<file path="config.mk">
export PLATFORM = sky130hd
export DESIGN_NAME = sdram_arbiter
export DESIGN_NICKNAME = d
export VERILOG_FILES = /design/src/rtl/sdram_arbiter.sv
export SDC_FILE = /design/constraint.sdc
export NUM_CORES = 1
export LEC_CHECK = 0
export CORE_ASPECT_RATIO = 1.4
export CORE_MARGIN = 2
export CORE_UTILIZATION = 29
export CTS_CLUSTER_SIZE = 16
export DETAILED_ROUTE_END_ITERATION = 8
export HOLD_SLACK_MARGIN = 0.02
export PLACE_DENSITY = 0.92
export SLEW_MARGIN = 20
export SYNTH_ARGS = -nofsm -noshare
export SYNTH_HDL_FRONTEND = slang
export SYNTH_SLANG_ARGS = --single-unit
</file>
<file path="constraint.sdc">
create_clock -name sys_clk -period 1.9 [get_ports sys_clk]
set_input_delay 0.38 -clock sys_clk [delete_from_list [all_inputs] [get_ports sys_clk]]
set_output_delay 0.38 -clock sys_clk [all_outputs]
set_load 0.02 [all_outputs]
</file>
<file path="src/rtl/sdram_arbiter.sv">
// SDRAM command-bus arbiter: fixed-priority grant of the shared cmd/ba/addr/CKE bus.
// Optional grant watchdog enabled by defining SDRAM_ARB_TIMEOUT_EN.
module sdram_arbiter #(
  parameter logic [3:0]  CMD_NOP     = 4'b0111,
  parameter int unsigned TIMEOUT_CYC = 1024
) (
  input  logic        sys_clk,
  input  logic        sys_rst_n,
  input  logic        init_done,
  input  logic [17:0] init_bus,
  input  logic        aref_req,
  input  logic        aref_end,
  input  logic [17:0] aref_bus,
  output logic        aref_en,
  input  logic        sref_req,
  input  logic        sref_end,
  input  logic        sref_cke,
  input  logic [17:0] sref_bus,
  output logic        sref_en,
  input  logic        wr_req,
  input  logic        wr_end,
  input  logic [17:0] wr_bus,
  output logic        wr_en,
  input  logic        rd_req,
  input  logic        rd_end,
  input  logic [17:0] rd_bus,
  output logic        rd_en,
`ifdef SDRAM_ARB_TIMEOUT_EN
  output logic        arb_timeout,
`endif
  output logic        sdram_cke,
  output logic [3:0]  sdram_cmd,
  output logic [1:0]  sdram_ba,
  output logic [11:0] sdram_addr
);

  typedef enum logic [2:0] {
    ST_INIT  = 3'd0,
    ST_ARBIT = 3'd1,
    ST_AREF  = 3'd2,
    ST_SREF  = 3'd3,
    ST_WRITE = 3'd4,
    ST_READ  = 3'd5
  } state_t;

  state_t state_r;
  state_t state_nxt_s;
  logic   wdog_fire_s;

`ifdef SDRAM_ARB_TIMEOUT_EN
  localparam int unsigned CNT_W = $clog2(TIMEOUT_CYC + 1);

  logic [CNT_W-1:0] wdog_cnt_r;
  logic             wdog_st_s;
  logic             grant_end_s;

  // Watchdog fires on the last allowed cycle of an AREF/WRITE/READ grant that has not ended.
  always_comb begin
    wdog_st_s   = (state_r == ST_AREF) || (state_r == ST_WRITE) || (state_r == ST_READ);
    grant_end_s = ((state_r == ST_AREF)  && aref_end) ||
                  ((state_r == ST_WRITE) && wr_end)   ||
                  ((state_r == ST_READ)  && rd_end);
    wdog_fire_s = wdog_st_s && !grant_end_s &&
                  (wdog_cnt_r == CNT_W'(TIMEOUT_CYC - 1));
  end

  // Grant-cycle counter; restarts at zero whenever the state changes.
  always_ff @(posedge sys_clk or negedge sys_rst_n) begin
    if (!sys_rst_n) begin
      wdog_cnt_r <= {CNT_W{1'b0}};
    end else if ((state_nxt_s != state_r) || !wdog_st_s) begin
      wdog_cnt_r <= {CNT_W{1'b0}};
    end else begin
      wdog_cnt_r <= wdog_cnt_r + {{(CNT_W-1){1'b0}}, 1'b1};
    end
  end

  assign arb_timeout = wdog_fire_s;
`else
  assign wdog_fire_s = 1'b0;
`endif

  // Next-state: priority arbitration in ARBIT, hold grant until its own end (or watchdog).
  always_comb begin
    state_nxt_s = state_r;
    case (state_r)
      ST_INIT: begin
        if (init_done) state_nxt_s = ST_ARBIT;
        else           state_nxt_s = ST_INIT;
      end
      ST_ARBIT: begin
        if (sref_req)      state_nxt_s = ST_SREF;
        else if (aref_req) state_nxt_s = ST_AREF;
        else if (wr_req)   state_nxt_s = ST_WRITE;
        else if (rd_req)   state_nxt_s = ST_READ;
        else               state_nxt_s = ST_ARBIT;
      end
      ST_AREF: begin
        if (aref_end || wdog_fire_s) state_nxt_s = ST_ARBIT;
        else                         state_nxt_s = ST_AREF;
      end
      ST_SREF: begin
        if (sref_end) state_nxt_s = ST_ARBIT;
        else          state_nxt_s = ST_SREF;
      end
      ST_WRITE: begin
        if (wr_end || wdog_fire_s) state_nxt_s = ST_ARBIT;
        else                       state_nxt_s = ST_WRITE;
      end
      ST_READ: begin
        if (rd_end || wdog_fire_s) state_nxt_s = ST_ARBIT;
        else                       state_nxt_s = ST_READ;
      end
      default: state_nxt_s = ST_INIT;
    endcase
  end

  // State register; reset returns to INIT even in the middle of a grant.
  always_ff @(posedge sys_clk or negedge sys_rst_n) begin
    if (!sys_rst_n) state_r <= ST_INIT;
    else            state_r <= state_nxt_s;
  end

  // Output decode straight from the state so a grant hands over the bus without delay.
  always_comb begin
    sdram_cke = 1'b1;
    {sdram_cmd, sdram_ba, sdram_addr} = {CMD_NOP, 2'b11, 12'hFFF};
    aref_en = 1'b0;
    sref_en = 1'b0;
    wr_en   = 1'b0;
    rd_en   = 1'b0;
    case (state_r)
      ST_INIT:  {sdram_cmd, sdram_ba, sdram_addr} = init_bus;
      ST_ARBIT: {sdram_cmd, sdram_ba, sdram_addr} = {CMD_NOP, 2'b11, 12'hFFF};
      ST_AREF: begin
        aref_en = 1'b1;
        {sdram_cmd, sdram_ba, sdram_addr} = aref_bus;
      end
      ST_SREF: begin
        sref_en   = 1'b1;
        sdram_cke = sref_cke;
        {sdram_cmd, sdram_ba, sdram_addr} = sref_bus;
      end
      ST_WRITE: begin
        wr_en = 1'b1;
        {sdram_cmd, sdram_ba, sdram_addr} = wr_bus;
      end
      ST_READ: begin
        rd_en = 1'b1;
        {sdram_cmd, sdram_ba, sdram_addr} = rd_bus;
      end
      default: {sdram_cmd, sdram_ba, sdram_addr} = init_bus;
    endcase
  end

endmodule
</file>
==> reports/metrics.cfg, run 1 <==
[run_status]
violations = design-rule violations, negative setup slack
status = finished with violations

[cts]
path_clk_slew_ps = 30
numCtsBuffers = 3
tritoncts = yes
cts_root_buffer = clkbuf_8
postCtsHoldBufs = 0
cts.sinks = 3
clk-insertion-delay-late_ps = 210
clockBufferDepth = 2
htreeDepth = 1

[worst_setup_path]
reg2reg_from = state_r[0]
cp.arrival_ps = 1740
r2r_slack_ps = 420
critPathRequiredTime_ps = 1520
r2r_end = state_r[1]
endpoint_kind = output port
r2r_cells = 5
worst-path-max-fanout = 7
worstSetupPathType = register to output port
start_kind = register

[sta]
worst_pin_slew_ps = 313.2
fmax_ghz = 0.4720
setup_viol = 19
period_share = 1.115
fin_ws_ps = -218.4
slew_violations = 0
period_needed_ps = 2118
relSlewSlack = 0.7886
hold_viol_final = 0
rsz0062_at_grt = true
skew_ps = 2.287

[finish]
area_delta_synth_final_pct = 139.5
drive_gt1_frac = 0.3639
regArea_um2 = 78.83
antennaDiodeCount = 0
final_area_um2 = 2898
layout_common_cells = 101 x clkdlybuf4s50_1, 41 x buf_4, 21 x mux2_2, 19 x nand2b_1, 17 x o211ai_1
multi_input_area_um2 = 1102
fillers = 287
largest_reg_flops = 3
final_common_cell = clkdlybuf4s50_1
top_regs = state_r: 3 flops
nets = 408
layout.cells.non_filler = 348
fin_util = 0.7269
top_register = state_r

[detailed_routing]
drt_pre_antenna_iters = 6
finalWirelength_um = 6197
wl_per_cell_um = 17.81
ant_nets = 0
viasPerCell = 5.572
drc_errors = 11
vias = 1939
drtIter0Drc = 87

[place]
io_buffers = 124
hpwl_um = 4049
gp_congestion = 0.7249
place_area_um2 = 2579
dp.cells = 325
pre_cts_slack_ps = -439.5

[yosys]
ys_seq_area_frac = 0.06205
netlist_area_um2 = 1210
synth_edf_count = 0
synthCells = 157
synth_flop_cell = dfrtp_1
synth.ff_latch_count = 3
synth_cell_type_count = 33
syn-mean-instance-area_um2 = 7.706
synth_top_area_frac = 0.2978
synthTopCellsByArea = mux2_2 30%, o211ai_1 11%, nand2b_1 9.8%, o22ai_1 8.3%, dfrtp_1 6.2%
syn_nets = 259
async_flop_share = 1.000
ys_warn_count = 0
yosysTopAreaCell = mux2_2

[power]
seqPwrFrac = 0.049
p_int_mw = 1.839
finalPower_mw = 3.331
p_sw_mw = 1.492
power_density_nw_per_um2 = 1149
combPwrFrac = 0.897
max-vdd-ir-drop_uv = 723.7
power_leakage_nw = 1.149
switching_share = 0.4480
power_frac_clock = 0.054

[global_route]
grt_pass1_wl_um = 8866
grt_max_degree = 25
gr-total-overflow = 0
track_usage = 0.2362
grt_pass1_vias = 2029
antenna_found_initial = 0

[die]
dieWidth_um = 58.59
die-area_um2 = 4712
die_h_um = 80.43
rows = 27
start_util = 0.3035
io_pins = 125
fp.coreArea_um2 = 3986

[hold_path]
min_path_type = input pin to async pin

[job]
maxCapViolCount = 0

## repair_timing
action / 4_1_cts / 5_1_grt
pin swaps: 1 / 10
setup buffers: 10 / 5
endpoints found under the setup margin: 23 / 23
gates resized for setup: 104 / 38
gates cloned: 2 / 2
## critical path, cell delays in order (launching register included)
cell	delay (ps)
dfrtp_2	480
buf_12	170
buf_6	110
mux2_4	290
o211ai_1	180
o21ai_1	120
buf_4	180
## cell type report
| cell class | count | share of cell area |
|---|---|---|
| clock buffers | 4 | 0.01554 |
| flip-flops and latches | 3 | 0.02720 |
| repair buffers | 162 | 0.5544 |
| well taps | 43 | 0.01857 |
| multi-input cells | 133 | 0.3804 |
| inverters | 3 | 0.003886 |
## per-layer routing
metal  GRT usage  wire length [um]  up-vias  part of all wire
li1            -                 -      900                 -
met1      0.2294              2176      923              0.35
met2      0.4921              3356       98              0.54
met3     0.03704               463       18             0.075
met4     0.05682               201        0             0.032
met5           0                 0        -                 0
## stage by stage
stage / setup TNS (ps) / hold WS (ps)
after CTS: -1561 / 348.5
after global routing: -3549 / 352.4
after floorplan: 0 / 84.41
after detailed placement: -6370 / 569.3
final: -2142 / 351.7
after global placement: -5906 / 568.0
## how the worst max path moves through the flow
stage / from / to / slack (ps) / cells past startpoint
2_1_floorplan: state_r[1] / sdram_cmd[3] / 170 / 4
4_1_cts: state_r[0] / sdram_addr[2] / -170 / 6
6_report: state_r[0] / sdram_addr[2] / -220 / 6
3_3_place_gp: wr_bus[17] / sdram_cmd[3] / -400 / 5
3_5_place_dp: sref_bus[12] / sdram_ba[0] / -440 / 5
5_1_grt: state_r[0] / sdram_addr[2] / -280 / 6
## cell families after synthesis
group,share of synthesized area
buf+inv,0.09928
simple gates,0.1799
flops,0.06205
mux,0.3061
compound gates,0.3526
## cell usage after synthesis (2+ instances only)
library cell	count
nor3_1	2
and2_1	2
dfrtp_1	3
buf_2	12
o22ai_1	16
nand2b_1	19
clkbuf_1	2
o21ai_1	12
mux2_2	32
o211ai_1	17
nand2_1	3
inv_1	3
a21oi_1	5
nor2b_1	4
o21ai_0	5
buf_6	3
## power by group through the flow
stage                     combinational (mW)  clock (mW)  sequential, mW
after detailed placement                2.55           0           0.150
after CTS                               2.64       0.185           0.160
after global routing                    3.16       0.191           0.175
final                                   2.99       0.180           0.163
after global placement                  2.51           0           0.149
after floorplan                         1.46           0           0.101
Power figures use the tool's default switching activity.
==> run 2, diff against run 1 <==
--- a/config.mk
+++ b/config.mk
@@ -6,7 +6,7 @@
 export NUM_CORES = 1
 export LEC_CHECK = 0
 export CORE_ASPECT_RATIO = 1.4
-export CORE_MARGIN = 2
+export CORE_MARGIN = 3
 export CORE_UTILIZATION = 29
 export CTS_CLUSTER_SIZE = 16
 export DETAILED_ROUTE_END_ITERATION = 8
==> run 2 against run 1 <==
  * The run ends with negative setup slack left
  * Final area grew 1.2%
  * Critical path depth grew 1
  * Register-to-register slack lost 60 ps
  * Global-route usage shrank 3.6 points
  * Non-clock buffer count shrank 1
  * Fmax grew 3.7%
  * Worst setup slack gained 76 ps
  * Die area grew 6.0%
  * Hold slack lost 4.7 ps
  * Count of clock-buffer cells in the layout is the same
  * Clock power grew 5%
  * Combinational power shrank 1%
==> reports/metrics.cfg, run 2 (synthesis results as in run 1) <==
[run_status]
status = finished with violations  ; unchanged
violations = negative setup slack  ; was design-rule violations, negative setup slack

[finish]
antennaDiodeCount = 0  ; unchanged
area_delta_synth_final_pct = 142.3  ; was 139.5%
final_common_cell = clkdlybuf4s50_1  ; unchanged
largest_reg_flops = 3  ; unchanged
drive_gt1_frac = 0.4079  ; was 0.3639
layout_common_cells = 101 x clkdlybuf4s50_1, 40 x buf_4, 29 x mux2_2, 19 x nand2b_1, 17 x o211ai_1  ; was 101 x clkdlybuf4s50_1, 41 x buf_4, 21 x mux2_2, 19 x nand2b_1, 17 x o211ai_1
final_area_um2 = 2932  ; was 2898 um^2
top_register = state_r  ; unchanged
multi_input_area_um2 = 1161  ; was 1102 um^2
nets = 407  ; was 408
regArea_um2 = 77.57  ; was 78.83 um^2
fillers = 301  ; was 287
top_regs = state_r: 3 flops  ; unchanged

[power]
power_leakage_nw = 1.132  ; was 1.149 nW
power_frac_clock = 0.058  ; was 0.054
power_density_nw_per_um2 = 1113  ; was 1149 nW/um^2
combPwrFrac = 0.904  ; was 0.897
max-vdd-ir-drop_uv = 764.6  ; was 723.7 uV
finalPower_mw = 3.262  ; was 3.331 mW
p_sw_mw = 1.466  ; was 1.492 mW
seqPwrFrac = 0.038  ; was 0.049
switching_share = 0.4495  ; was 0.4480
p_int_mw = 1.796  ; was 1.839 mW

[die]
dieWidth_um = 60.59  ; was 58.59 um
io_pins = 125  ; unchanged
start_util = 0.3035  ; unchanged
die_h_um = 82.43  ; was 80.43 um
die-area_um2 = 4994  ; was 4712 um^2
fp.coreArea_um2 = 3986  ; unchanged
rows = 27  ; unchanged

[global_route]
antenna_found_initial = 0  ; unchanged
gr-total-overflow = 0  ; unchanged
grt_pass1_vias = 1813  ; was 2029
grt_max_degree = 20  ; was 25
track_usage = 0.2006  ; was 0.2362
grt_pass1_wl_um = 7838  ; was 8866 um

[worst_setup_path]
cp.arrival_ps = 1660  ; was 1740 ps
r2r_slack_ps = 360  ; was 420 ps
critPathRequiredTime_ps = 1520  ; about the same
worstSetupPathType = register to output port  ; unchanged
start_kind = register  ; unchanged
r2r_cells = 6  ; was 5
endpoint_kind = output port  ; unchanged
reg2reg_from = state_r[2]  ; was state_r[0]
r2r_end = state_r[0]  ; was state_r[1]
worst-path-max-fanout = 5  ; was 7

[sta]
fin_tns_setup_ps = -1107  ; was -2142 ps
whs_ps = 346.9  ; was 351.7 ps
period_share = 1.075  ; was 1.115
period_needed_ps = 2042  ; was 2118 ps
fmax_ghz = 0.4896  ; was 0.4720 GHz
slew_violations = 0  ; unchanged
setup_viol = 15  ; was 19
hold_viol_final = 0  ; unchanged
skew_ps = 1.461  ; was 2.287 ps
worst_pin_slew_ps = 344.8  ; was 313.2 ps
fin_ws_ps = -142.3  ; was -218.4 ps
rsz0062_at_grt = true  ; unchanged
relSlewSlack = 0.7672  ; was 0.7886

[detailed_routing]
wl_per_cell_um = 16.98  ; was 17.81 um
vias = 1888  ; was 1939
viasPerCell = 5.441  ; was 5.572
drt_pre_antenna_iters = 4  ; was 6
finalWirelength_um = 5893  ; was 6197 um
drc_errors = 0  ; was 11
drtIter0Drc = 84  ; was 87
ant_nets = 0  ; unchanged

[cts]
tritoncts = yes  ; unchanged
numCtsBuffers = 3  ; unchanged
path_clk_slew_ps = 30  ; about the same
clk-insertion-delay-late_ps = 220  ; was 210 ps
htreeDepth = 1  ; unchanged
cts_root_buffer = clkbuf_8  ; unchanged
cts.sinks = 3  ; unchanged
clockBufferDepth = 2  ; unchanged

[place]
pre_cts_slack_ps = -436.3  ; was -439.5 ps
hpwl_um = 4296  ; was 4049 um
io_buffers = 124  ; unchanged
place_area_um2 = 2636  ; was 2579 um^2
gp_congestion = 0.7344  ; was 0.7249

[job]
maxCapViolCount = 0  ; unchanged

[hold_path]
min_path_type = input pin to async pin  ; unchanged

## run 2: worst max-delay path: stages, from the launching register on
cell,delay [ps]
dfrtp_2,410
buf_6,120
buf_8,120
clkbuf_16,150
mux2_2,270
o22ai_2,100
o21ai_1,100
buf_4,170
## run 2: final cells by class
class / count / area share
Multi-Input combinational cell: 133 / 0.3961
Sequential cell: 3 / 0.02646
Clock buffer: 4 / 0.01536
Inverter: 3 / 0.003841
Tap cell: 43 / 0.01835
Timing Repair Buffer: 161 / 0.5399
## run 2: metal layers
layer  wire length (um)  track usage  vias up
li1                   -            -      900
met1               1983       0.2004      902
met2               3450       0.4090       80
met3                405      0.02799        6
met4                 54      0.05640        0
met5                  0            0        -
## run 2: through the flow
step           utilization  cells
4_1_cts             0.6861    342
6_report            0.7354    347
2_1_floorplan            -    157
5_1_grt             0.7354    347
3_3_place_gp        0.6613    331
3_5_place_dp        0.6613    331
## run 2: power by group through the flow
stage	Combinational [mW]	Sequential (mW)	Clock [mW]
finish	2.95	0.123	0.189
global route	3.15	0.126	0.192
CTS	2.60	0.121	0.192
detailed placement	2.65	0.134	0
global placement	2.60	0.134	0
floorplan	1.46	0.101	0
## run 2: worst max-delay path by stage
stage,startpoint,to,cells past startpoint
2_1_floorplan,state_r[1],sdram_cmd[3],4
3_3_place_gp,wr_bus[17],sdram_cmd[3],5
3_5_place_dp,wr_bus[12],sdram_ba[0],5
4_1_cts,state_r[2],sdram_addr[0],7
5_1_grt,state_r[2],sdram_addr[4],7
6_report,state_r[2],sdram_addr[4],7
## run 2: repair_timing
| action | 4_1_cts | 5_1_grt |
|---|---|---|
| setup buffers | 6 | 4 |
| hold buffers | 0 | 0 |
| cloned | 1 | 1 |
| pin swaps | 5 | 12 |
| gates resized for setup | 115 | 36 |
| endpoints found under the setup margin | 23 | 21 |
==> variant 1 (config.mk and constraints of run 1) <==
The option `SDRAM_ARB_TIMEOUT_EN` is turned on by a define.
--- a/src/rtl/sdram_arbiter.sv
+++ b/src/rtl/sdram_arbiter.sv
@@ -1,5 +1,7 @@
 // SDRAM command-bus arbiter: fixed-priority grant of the shared cmd/ba/addr/CKE bus.
 // Optional grant watchdog enabled by defining SDRAM_ARB_TIMEOUT_EN.
+`define SDRAM_ARB_TIMEOUT_EN
+
 module sdram_arbiter #(
   parameter logic [3:0]  CMD_NOP     = 4'b0111,
   parameter int unsigned TIMEOUT_CYC = 1024
Behaviour (old outputs only; new: arb_timeout): no difference found for any inputs over 10 cycles, from zero or initial values and one cycle with sys_rst_n low; that may be too few to reach the edited logic, so the function may still have changed.
==> variant 1 against run 1 <==
  * The flow finishes with violations (setup timing)
  * Design area rose by 24%
  * Final cell count rose by 33%
  * Setup slack improved by 0.044 ns
  * Non-clock buffer count rose by 14
  * Maximum frequency rose by 2.1%
  * Sequential share of layout area rose by 7.1 points
  * Critical path type unchanged
  * Sequential cell count rose by 11
  * Worst hold slack improved by 0.16 ns
  * Wire length rose by 29%
  * Total power rose by 25%
  * Area after synthesis rose by 42%
  * Die area rose by 39%
==> variant 1: results (changes against run 1) <==
Top cells by instance count after synthesis: nor2_1, nand2_1, o21ai_0
Peak VDD IR: 0.7749 mV (+7.1%)
Largest net degree at the start of global routing: 19 (-24%)
Final HPWL DP: 6.014 mm (+49%)
Via count: 2524 (+30%)
Clk_skew: 0.005820 ns (+0.003533 ns)
Status: complete, but fails checks
Register area share after synthesis: 0.2042 (+0.1422)
CP top delay family: buffers and inverters
Worst Hold Slack: 0.5087 ns (+0.1570 ns)
I/O Buffers: 125 (+0.81%)
Setup WS post-layout: -0.1743 ns (+0.04415 ns)
First-pass GRT wire length: 12.05 mm (+36%)
CP max stage delay: 0.43 ns (-0.05 ns)
Synth Area in Adders: 0.007294 (+0.007294)
Slew HR: 0.5963 (-0.1923)
RD Place Congestion: 0.9413 (+30%)
Worst path arrival time: 1.69 ns (-0.05 ns)
Capture point of the worst reg-to-reg path: state_r[0]
Synth Area in Compound Gates: 0.3268 (-0.02587)
Mean Syn Cell Area: 7.362 um^2 (-4.5%)
Total GRT Usage: 0.2257 (-0.01045)
Failing checks: setup timing
Post-CTS setup buffers: 5 (-5)
TNS Setup: -1.875 ns (+0.2668 ns)
Largest cells by area after synthesis: dfrtp_1, mux2i_1, o221ai_1
CTS resizes: 148 (+42%)
Pre-CTS WS: -0.7028 ns (-0.2632 ns)
Initial DRC Count: 118 (+36%)
Final setup vio count: 20 (+1)
Clk pin slew, worst setup/hold paths: 0.06 ns (+0.03 ns)
## variant 1: cell type report
type,instances,area share
Clock buffer,4,0.01253
Inverter,2,0.002089
Tap cell,70,0.02437
Timing Repair Buffer,176,0.4808
Sequential cell,14,0.09819
Multi-Input combinational cell,198,0.3820
## variant 1: where the power goes
part / internal (mW) / switching, mW
clock: 0.149 / 0.105
sequential: 0.339 / 0.0427
combinational: 1.78 / 1.75
## variant 1: worst max-delay path by stage
stage / start / to / slack [ns] / cells after the start
floorplan: state_r[2] / sdram_addr[4] / 0.06 / 6
global placement: aref_end / arb_timeout / -0.65 / 5
detailed placement: aref_end / arb_timeout / -0.70 / 5
CTS: state_r[0] / arb_timeout / -0.17 / 4
global route: state_r[2] / sdram_addr[7] / -0.27 / 7
finish: state_r[2] / sdram_addr[7] / -0.17 / 7
## variant 1: layer usage
metal	track usage	wire [um]
met1	0.2566	3063
met3	0.04482	532
met5	0	0
met2	0.4207	4135
met4	0.07353	293
==> variant 2 (settings of run 1) <==
Without the edit above. Register the input `sref_bus` before use. The logic sees it one clock later. The other inputs are not delayed to match.
--- a/src/rtl/sdram_arbiter.sv
+++ b/src/rtl/sdram_arbiter.sv
@@ -42,6 +42,12 @@
     ST_WRITE = 3'd4,
     ST_READ  = 3'd5
   } state_t;
+
+  logic [17:0] sref_bus_q;
+
+  always_ff @(posedge sys_clk) begin
+    sref_bus_q <= sref_bus;
+  end
 
   state_t state_r;
   state_t state_nxt_s;
@@ -139,7 +145,7 @@
       ST_SREF: begin
         sref_en   = 1'b1;
         sdram_cke = sref_cke;
-        {sdram_cmd, sdram_ba, sdram_addr} = sref_bus;
+        {sdram_cmd, sdram_ba, sdram_addr} = sref_bus_q;
       end
       ST_WRITE: begin
         wr_en = 1'b1;
Behaviour: not the same (Yosys sat finds a counterexample within 4 cycles, from zero or initial values and one cycle with sys_rst_n low).
==> variant 2 against run 1 <==
  * The flow finishes with violations (setup timing)
  * Sequential power grew to 3.5 times the old value
  * Worst hold slack lost 0.062 ns
  * Largest power group unchanged
  * Area after synthesis grew 16%
  * Count of clock-buffer cells in the layout shrank 1
  * Maximum frequency grew 4.5%
  * Total power grew 25%
  * Sequential cell count grew 18
  * Wire length grew 5.3%
  * Setup slack gained 0.091 ns
  * Synthesized cell count grew 10%
  * Design area grew 7.6%
  * Critical path type unchanged
==> variant 2: results (changes against run 1) <==
CTS max path bufs: 2 (unchanged)
Largest registers: sref_bus_q: 18 flops, state_r: 3 flops
Total GRT Usage: 0.2218 (-0.01439)
RD Place Congestion: 0.7679 (+5.9%)
Layout cells sized above 1: 0.2750 (-0.08893)
DR WL met2: 3.498 mm (+4.2%)
Peak VDD IR: 0.7728 mV (+6.8%)
Clk_skew: 0.0001324 ns (-0.002155 ns)
Drt first pass iters: 4 (-2)
FF-to-FF path depth: 6 (+1)
Library cells used by synthesis: 32 (-3.0%)
CP max FO: 8 (+1)
Worst path arrival time: 1.65 ns (-0.09 ns)
Setup WS post-layout: -0.1277 ns (+0.09078 ns)
Length of routed met3 wiring: 561 um (+21%)
Initial antenna violation count: 0 (unchanged)
First-pass GRT wire length: 9.597 mm (+8.2%)
Fillers: 386 (+34%)
Post-placement cell area: 2872 um^2 (+11%)
CP max stage delay: 0.50 ns (+0.02 ns)
Clk_lat worst skew: 0.26 ns (+0.05 ns)
Vias per cell: 5.385 (-3.3%)
Vias in the first global route: 2079 (+2.5%)
Capture point of the worst reg-to-reg path: state_r[0]
Synth warn: 0 (unchanged)
Nets: 423 (+3.7%)
Final HPWL DP: 4.694 mm (+16%)
Asr flop ratio synth: 0.1429 (-0.8571)
Crit path from: state_r[2]
Initial DRC Count: 88 (+1.1%)
Cts bufs inserted: 3 (unchanged)
Syn_nets: 275 (+6.2%)
Failing checks: setup timing
M1 WL: 2.296 mm (+5.5%)
Largest cells by area after synthesis: dfxtp_1, o21ai_0, a32oi_1
Register area share after synthesis: 0.3099 (+0.2478)
Worst R2R Setup Slack: 0.24 ns (-0.18 ns)
Launching point of the worst reg2reg path: state_r[2]
Primary FF master, synth: dfxtp_1
Final setup vio count: 19 (unchanged)
Slew at the pin closest to its max-slew limit: 0.2197 ns (-0.09341 ns)
Top cells by instance count after synthesis: o21ai_0, dfxtp_1, o22ai_1
Status: complete, but fails checks
WL final: 6.525 mm (+5.3%)
Top routing layer used: met4
Largest net degree at the start of global routing: 19 (-24%)
Leakage Power: 1.240 nW (+7.9%)
Clk pin slew, worst setup/hold paths: 0.08 ns (+0.05 ns)
## variant 2: routing by layer
layer | up-vias | GRT usage
met1 | 949 | 0.2310
met3 | 19 | 0.05455
met4 | 0 | 0.07273
met2 | 121 | 0.4311
li1 | 979 | -
met5 | - | 0
## variant 2: worst max-delay path by stage
stage                           to  slack, ns
floorplan           sdram_addr[11]       0.14
global placement     sdram_addr[8]      -0.37
detailed placement    sdram_cmd[0]      -0.37
CTS                  sdram_addr[8]      -0.12
global route         sdram_addr[8]      -0.20
finish               sdram_addr[0]      -0.13
## variant 2: timing repair
item,in CTS,in global routing
endpoints found under the setup margin,23,22
resized for setup,128,36
pin swaps,4,8
buffers inserted,1,4
cloned,2,3
## variant 2: critical path, delay by kind of cell, from the launching register on
kind / cells / cell delay, ns
flops: 1 / 0.50
mux: 1 / 0.30
buf+inv: 2 / 0.33
compound gates: 2 / 0.26
## variant 2: logic make-up after synthesis
| family | share of synthesized area |
|---|---|
| simple gates | 0.1247 |
| mux | 0.06501 |
| flops | 0.3099 |
| compound gates | 0.4167 |
| buf+inv | 0.08370 |
## variant 2: final cells by class
class / instances / area [um^2] / share of cell area
tap: 64 / 80.08 / 0.02567
clock inverter: 1 / 5.005 / 0.001604
multi-input combinational: 130 / 939.7 / 0.3012
inverter: 4 / 20.02 / 0.006418
clock buffer: 3 / 41.29 / 0.01324
timing repair buffer: 161 / 1594 / 0.5110
sequential: 21 / 439.2 / 0.1408
## variant 2: power by group
part,switching [mW],internal (mW)
Clock,0.150,0.146
Combinational,1.62,1.69
Sequential,0.0782,0.491
## variant 2: stage by stage
stage                     setup WS (ns)  hold WS, ns  instances  TNS, ns
after CTS                       -0.1160       0.2913        377   -1.780
final                           -0.1277       0.2899        384   -1.124
after detailed placement        -0.3722       0.5756        370   -6.053
after floorplan                  0.1415      0.08441        173        0
after global placement          -0.3691       0.5674        370   -5.786
after global routing            -0.1977       0.2865        384   -2.804
